## config.mk

```make
export PLATFORM = sky130hd
export DESIGN_NAME = alu_8_op
export DESIGN_NICKNAME = d
export VERILOG_FILES = /design/src/rtl/alu_8_op_pkg.sv /design/src/rtl/alu_shifter.sv /design/src/rtl/alu_8_op.sv
export SDC_FILE = /design/constraint.sdc
export NUM_CORES = 1
export LEC_CHECK = 0
export ABC_AREA = 1
export CORE_MARGIN = 2
export CORE_UTILIZATION = 45
export CTS_CLUSTER_SIZE = 30
export DETAILED_ROUTE_END_ITERATION = 10
export HOLD_SLACK_MARGIN = 0.12
export PLACE_DENSITY = 0.66
export SLEW_MARGIN = 20
export SYNTH_ARGS = -nofsm -noshare
export SYNTH_HDL_FRONTEND = slang
export SYNTH_SLANG_ARGS = --single-unit
```

## constraint.sdc

```tcl
create_clock -name clk -period 5.58 [get_ports clk]
set_input_delay 0.558 -clock clk [delete_from_list [all_inputs] [get_ports clk]]
set_output_delay 0.558 -clock clk [all_outputs]
set_load 0.1 [all_outputs]
```

## src/rtl/alu_8_op_pkg.sv

```systemverilog
// Shared widths and opcode encodings for the 64-bit eight-operation ALU.
// Latency: none (constants only).
// Backpressure: none.
package alu_8_op_pkg;

    localparam int DATA_W  = 64;
    localparam int SHAMT_W = 6;

    localparam logic [2:0] OP_ADD = 3'b000;
    localparam logic [2:0] OP_SUB = 3'b001;
    localparam logic [2:0] OP_OR  = 3'b010;
    localparam logic [2:0] OP_XOR = 3'b011;
    localparam logic [2:0] OP_AND = 3'b100;
    localparam logic [2:0] OP_CMP = 3'b101;
    localparam logic [2:0] OP_SLL = 3'b110;
    localparam logic [2:0] OP_SRL = 3'b111;

endpackage

```

## src/rtl/alu_shifter.sv

```systemverilog
// Logarithmic 64-bit barrel shifter, left or right, zero fill.
// Latency: combinational.
// Backpressure: none.
module alu_shifter
    import alu_8_op_pkg::*;
(
    input  logic [DATA_W-1:0]  din,
    input  logic [SHAMT_W-1:0] shamt,
    input  logic               left,
    output logic [DATA_W-1:0]  dout
);

    logic [DATA_W-1:0] stage;

    // Stage i shifts by 2**i when shamt bit i is set.
    always_comb begin
        stage = din;
        for (int i = 0; i < SHAMT_W; i++) begin
            if (shamt[i]) begin
                if (left) begin
                    stage = stage << (1 << i);
                end else begin
                    stage = stage >> (1 << i);
                end
            end
        end
        dout = stage;
    end

endmodule

```

## src/rtl/alu_8_op.sv

```systemverilog
// Eight-operation 64-bit ALU for the execute stage, result registered.
// Latency: one cycle from input sampling edge to Output.
// Backpressure: none; every rising edge loads a new result.
module alu_8_op
    import alu_8_op_pkg::*;
(
    input  logic               clk,
    input  logic               rst,
    input  logic [DATA_W-1:0]  A,
    input  logic [DATA_W-1:0]  B,
    input  logic [SHAMT_W-1:0] Shiftamt,
    input  logic [2:0]         Sel,
    output logic [DATA_W-1:0]  Output
);

    logic              sub;
    logic [DATA_W-1:0] b_op;
    logic [DATA_W:0]   sum;
    logic              lt;
    logic [DATA_W-1:0] shifted;
    logic [DATA_W-1:0] result;

    // SUB and CMP share one adder: A + ~B + 1; no carry-out means a borrow, i.e. A < B unsigned.
    assign sub  = (Sel == OP_SUB) || (Sel == OP_CMP);
    assign b_op = sub ? ~B : B;
    assign sum  = {1'b0, A} + {1'b0, b_op} + {{DATA_W{1'b0}}, sub};
    assign lt   = ~sum[DATA_W];

    alu_shifter u_shifter (
        .din   (A),
        .shamt (Shiftamt),
        .left  (Sel == OP_SLL),
        .dout  (shifted)
    );

    always_comb begin
        result = '0;
        case (Sel)
            OP_ADD:  result = sum[DATA_W-1:0];
            OP_SUB:  result = sum[DATA_W-1:0];
            OP_OR:   result = A | B;
            OP_XOR:  result = A ^ B;
            OP_AND:  result = A & B;
            OP_CMP:  result = {{(DATA_W-1){1'b0}}, lt};
            OP_SLL:  result = shifted;
            OP_SRL:  result = shifted;
            default: result = '0;
        endcase
    end

    always_ff @(posedge clk or posedge rst) begin
        if (rst) begin
            Output <= '0;
        end else begin
            Output <= result;
        end
    end

endmodule

```

[Word level (Yosys, flattened, before mapping)]
Cells that the tools add are included.
Cells by class
  add/sub/neg operators: 2
  reductions and logical operators: 4
  equal/unequal tests: 7
  bitwise logic cells: 5
  mux-type cells: 14
Operators with widths (count)
  $mux 64: 13
  $pmux 64 s6: 1
  $add 64x64->65: 1
  $add 65x1->65: 1
  $and 64x64->64: 1
  $not 64->64: 1
  $or 64x64->64: 1
  $xor 64x64->64: 1
  $eq 3x3->1 const B: 4
  $eq 3x2->1 const B: 2
  $reduce_or 2->1: 2
  $eq 3x1->1 const B: 1
  $logic_not 3->1: 1
  $logic_or 1x1->1: 1
  $not 1->1: 1
Storage, ports and cells
  output and inout port bits: 64
  word-level logic and storage cells: 33
  register bits after elaboration: 64
  input port bits: 139

[Longest topological paths before layout]
  depth in word-level cells: 14
  mapped depth: 21
  depth with buffers taken out: 18

[Cells and area by module]
A second synthesis with hierarchy kept.
Second synthesis, totals
  cell total of the unflattened synthesis: 3465
  area, all modules: 18471.5 sq um
By module, submodules not included
  alu_8_op: seq. area each 1601.5 sq um, times used 1, cells an instance 1898, area an instance 11562.3 sq um
  alu_shifter: seq. area each 0.0 sq um, times used 1, cells an instance 1567, area an instance 6909.1 sq um

[Worst setup path after synthesis]
OpenSTA, ideal clock, no wires.
  path kind: input -> register
  from: input port Sel[1]
  to: register Output[42]
  path buffers: 3
  path slack: 1990 ps
  arrival time: 3459 ps
  data required time: 5449 ps
  stages: 19
  setup time: 131 ps
  path through: buf_4 > inv_2 > nand2_1 > clkbuf_1 > buf_1 > xor2_1 > ha_1 > inv_1 > o21ai_0 > a21boi_0 > o21ai_0 > nor2_1 > o21ai_0 > nand2_1 > nand2_1 > a21oi_1 > xnor2_1 > nand2_1 > nand3_1
On the way
  word-level cells in the longest chain between the ends: 14
  elaborated cells between the ends (all ways): 27
  classes of those cells: add/sub (2); eq/ne (7); mux (14); reduce/logical (4)
Ends and longest elaborated chain
  start: declaration: line alu_8_op.sv:12  | input logic [2:0] Sel,
  branches (longest 13 deep; another with $add 64x64->65)
  $pmux 64 s6 (*): line alu_8_op.sv:38  | case (Sel)
  named net result[42]: line alu_8_op.sv:21  | logic [DATA_W-1:0] result;
  end signal: assignment: line alu_8_op.sv:55  | Output <= result;
  end: declaration: line alu_8_op.sv:13  | output logic [DATA_W-1:0] Output
Mark *: on every way through the listed nets, which the timed path passes.

[Final worst setup path]
  from: input port Sel[0]
  to: register Output[0]
On the way
  word-level cells in the longest chain between the ends: 14
  elaborated cells between the ends (all ways): 28
  classes of those cells: add/sub (2); eq/ne (7); mux (14); bitwise (1); reduce/logical (4)
Ends and longest elaborated chain (line)
  branches (longest 13 deep; another with $add 64x64->65)
  $pmux 64 s6 (*): alu_8_op.sv:38
  named net result[0]: alu_8_op.sv:21
Marks and branches as above.

==> out/qor.csv <==
metric;value;unit
clock root buffer;clkbuf_16;
status;finished clean;
Synth top area share;21.6;%
syn avg cell area;5.57;um2
CP Launch Point;Sel[0];
post-cts gate resize count;0;
Netlist Area Pre-Place;17200;um2
RSZ-0062 raised after global routing;false;
area leader, netlist;nand2_1;
f_max;196;MHz
die width;199;um
Pre-antenna DRT Iters;8;
Final nets;3531;
CP Launch Type;primary input;
largest cells by area after synthesis;nand2_1, nand3_1, ha_1;
Clock Path Buffers;2;
Final GP Congestion;1.11;
drt wl/cell;25.4;um
ys async rst share;100;%
vias per cell;6.31;
commonest non-fill, non-tap cell in the layout;nand2_1;
CTS clk-pin slew, worst paths;0.08;ns
setup violators final;0;
CP required;5.77;ns
Tmin final;5.10;ns
post-detail-place hpwl;75900;um
share of cells above drive strength 1;4.06;%
cells after synthesis;3083;
H-tree Lvls;3;
antenna-violating nets left;0;
Fin. Hold Viols;0;
CTS tree;built;
Lkg Pwr;9.90;nW
DRC violations left;0;
setup total negative slack;0;ns
Syn. warnings;0;
max reg flops;64;
share of the yosys chip area belonging to registers;9.33;%
actual slew at the worst max-slew pin;1.11;ns
Max-slew headroom;25.7;%
Top Registers;Output: 64 flops;
crit path max fanout;27;
first-pass GRT wire length;138000;um
Initial Util;45.6;%
Largest Register;Output;
Critical Setup Path Class;in2reg;
EDFF count, synth;0;
Cell Pwr Density;212;nW/um2
Arr. time, crit path;5.29;ns
clk sinks;64;
hold buffers post-CTS;0;
number of port buffers;202;
grt ovf;0;
number of global-route vias before repair;21838;
Die Area;39700;um2
Max Slew Vio Count;0;
row count;71;
Post-CTS Setup Bufs;0;
Netlist cell types;49;
CP Capture Type;flip-flop;
initial antenna violation count;6;
Max Cap Viol;0;
Top FF cell, synth;dfrtp_1;
HP Class;in2async;
Layout area overhead;16.4;%
worst vdd ir;174;uV
Mapped Nets;3414;
detailed-route via count;23460;
WL final;94600;um
largest net degree at the start of global routing;65;
Num CTS Buffers;9;
Final period util;91.5;%
Layout Utilization;53.1;%
Die Ht;199;um
number of synthesized register bits;64;
core footprint;37700;um2
most frequent cells in the layout;nand2_1, nand3_1, inv_1;
Starting DRT DRC Count;3347;
IO Count;203;
Global Route Usage Sum;47.3;%
-- worst paths after layout --
kind                              end  slack (ns)
worst max-delay path        Output[0]        0.48
worst min-delay path       Output[13]        0.62
max in group asynchronous  Output[24]        3.70
min in group clk           Output[43]        0.97
-- metrics by stage --
stage	setup slack [ns]	area [um2]	hold slack [ns]	power [mW]	std cells
2_1_floorplan	1.99	17200	0.845	2.44	3083
3_3_place_gp	0.406	19700	1.05	3.37	3700
3_5_place_dp	0.319	19700	1.06	3.39	3700
4_1_cts	0.713	20000	0.642	4.11	3716
5_1_grt	0.470	20000	0.683	4.40	3716
6_report	0.476	20000	0.622	4.23	3720
-- metal layers --
metal	share of wire, %	vias up	track usage [%]
met1	39	10811	61.3
li1	-	10484	-
met5	0.16	-	0
met2	40	1838	68.3
met4	6.6	10	26.1
met3	15	317	16.2
-- cell families (layout without fill, tap and decap cells) --
group | after synthesis | count (layout) | share of synthesized area (%)
and+or+nand+nor | 1806 | 1806 | 44.8
buffers and inverters | 447 | 569 | 10.5
DFF | 64 | 64 | 9.33
AOI/OAI and AO/OA | 483 | 483 | 16.7
other | 0 | 4 | 0
adders and majority gates | 192 | 192 | 14.0
xor gates and xnor gates | 91 | 91 | 4.64
-- synthesized netlist by cell type, drive strengths merged (15+ instances only) --
library cell,instances
a211oi,15
a21o,19
a21oi,160
a221oi,44
buf,72
clkbuf,74
dfrtp,64
ha,191
inv,299
nand2,997
nand3,510
nand4,36
nor2,238
o211ai,16
o21ai,176
xor2,88
-- report_power, final --
group	total, mW	switching [mW]	internal [mW]
clock network	0.721	0.317	0.404
registers	0.583	0.0433	0.540
logic	2.93	2.14	0.787
-- cell type report --
type,instances,area [um2]
Antenna cell,4,10.0
Clock buffer,11,243
Clock inverter,5,80.1
Fill cell,4008,17700
Inverter,301,1130
Multi-Input combinational cell,2572,13800
Sequential cell,64,1600
Tap cell,511,639
Timing Repair Buffer,252,2450
-- critical path: stages --
cell,delay (ns)
clkdlybuf4s50_1,0.85
nand2_4,0.45
nand2_1,0.17
o21ai_1,0.15
fa_1,0.45
nand3b_1,0.17
nand2_1,0.11
a21oi_1,0.14
o21bai_1,0.49
nand3_1,0.26
nand3_1,0.20
nand2_1,0.07
nand2_1,0.12
a21oi_1,0.11
o21ai_0,0.57
nand4_1,0.36
(Power assumes the default switching activity.)
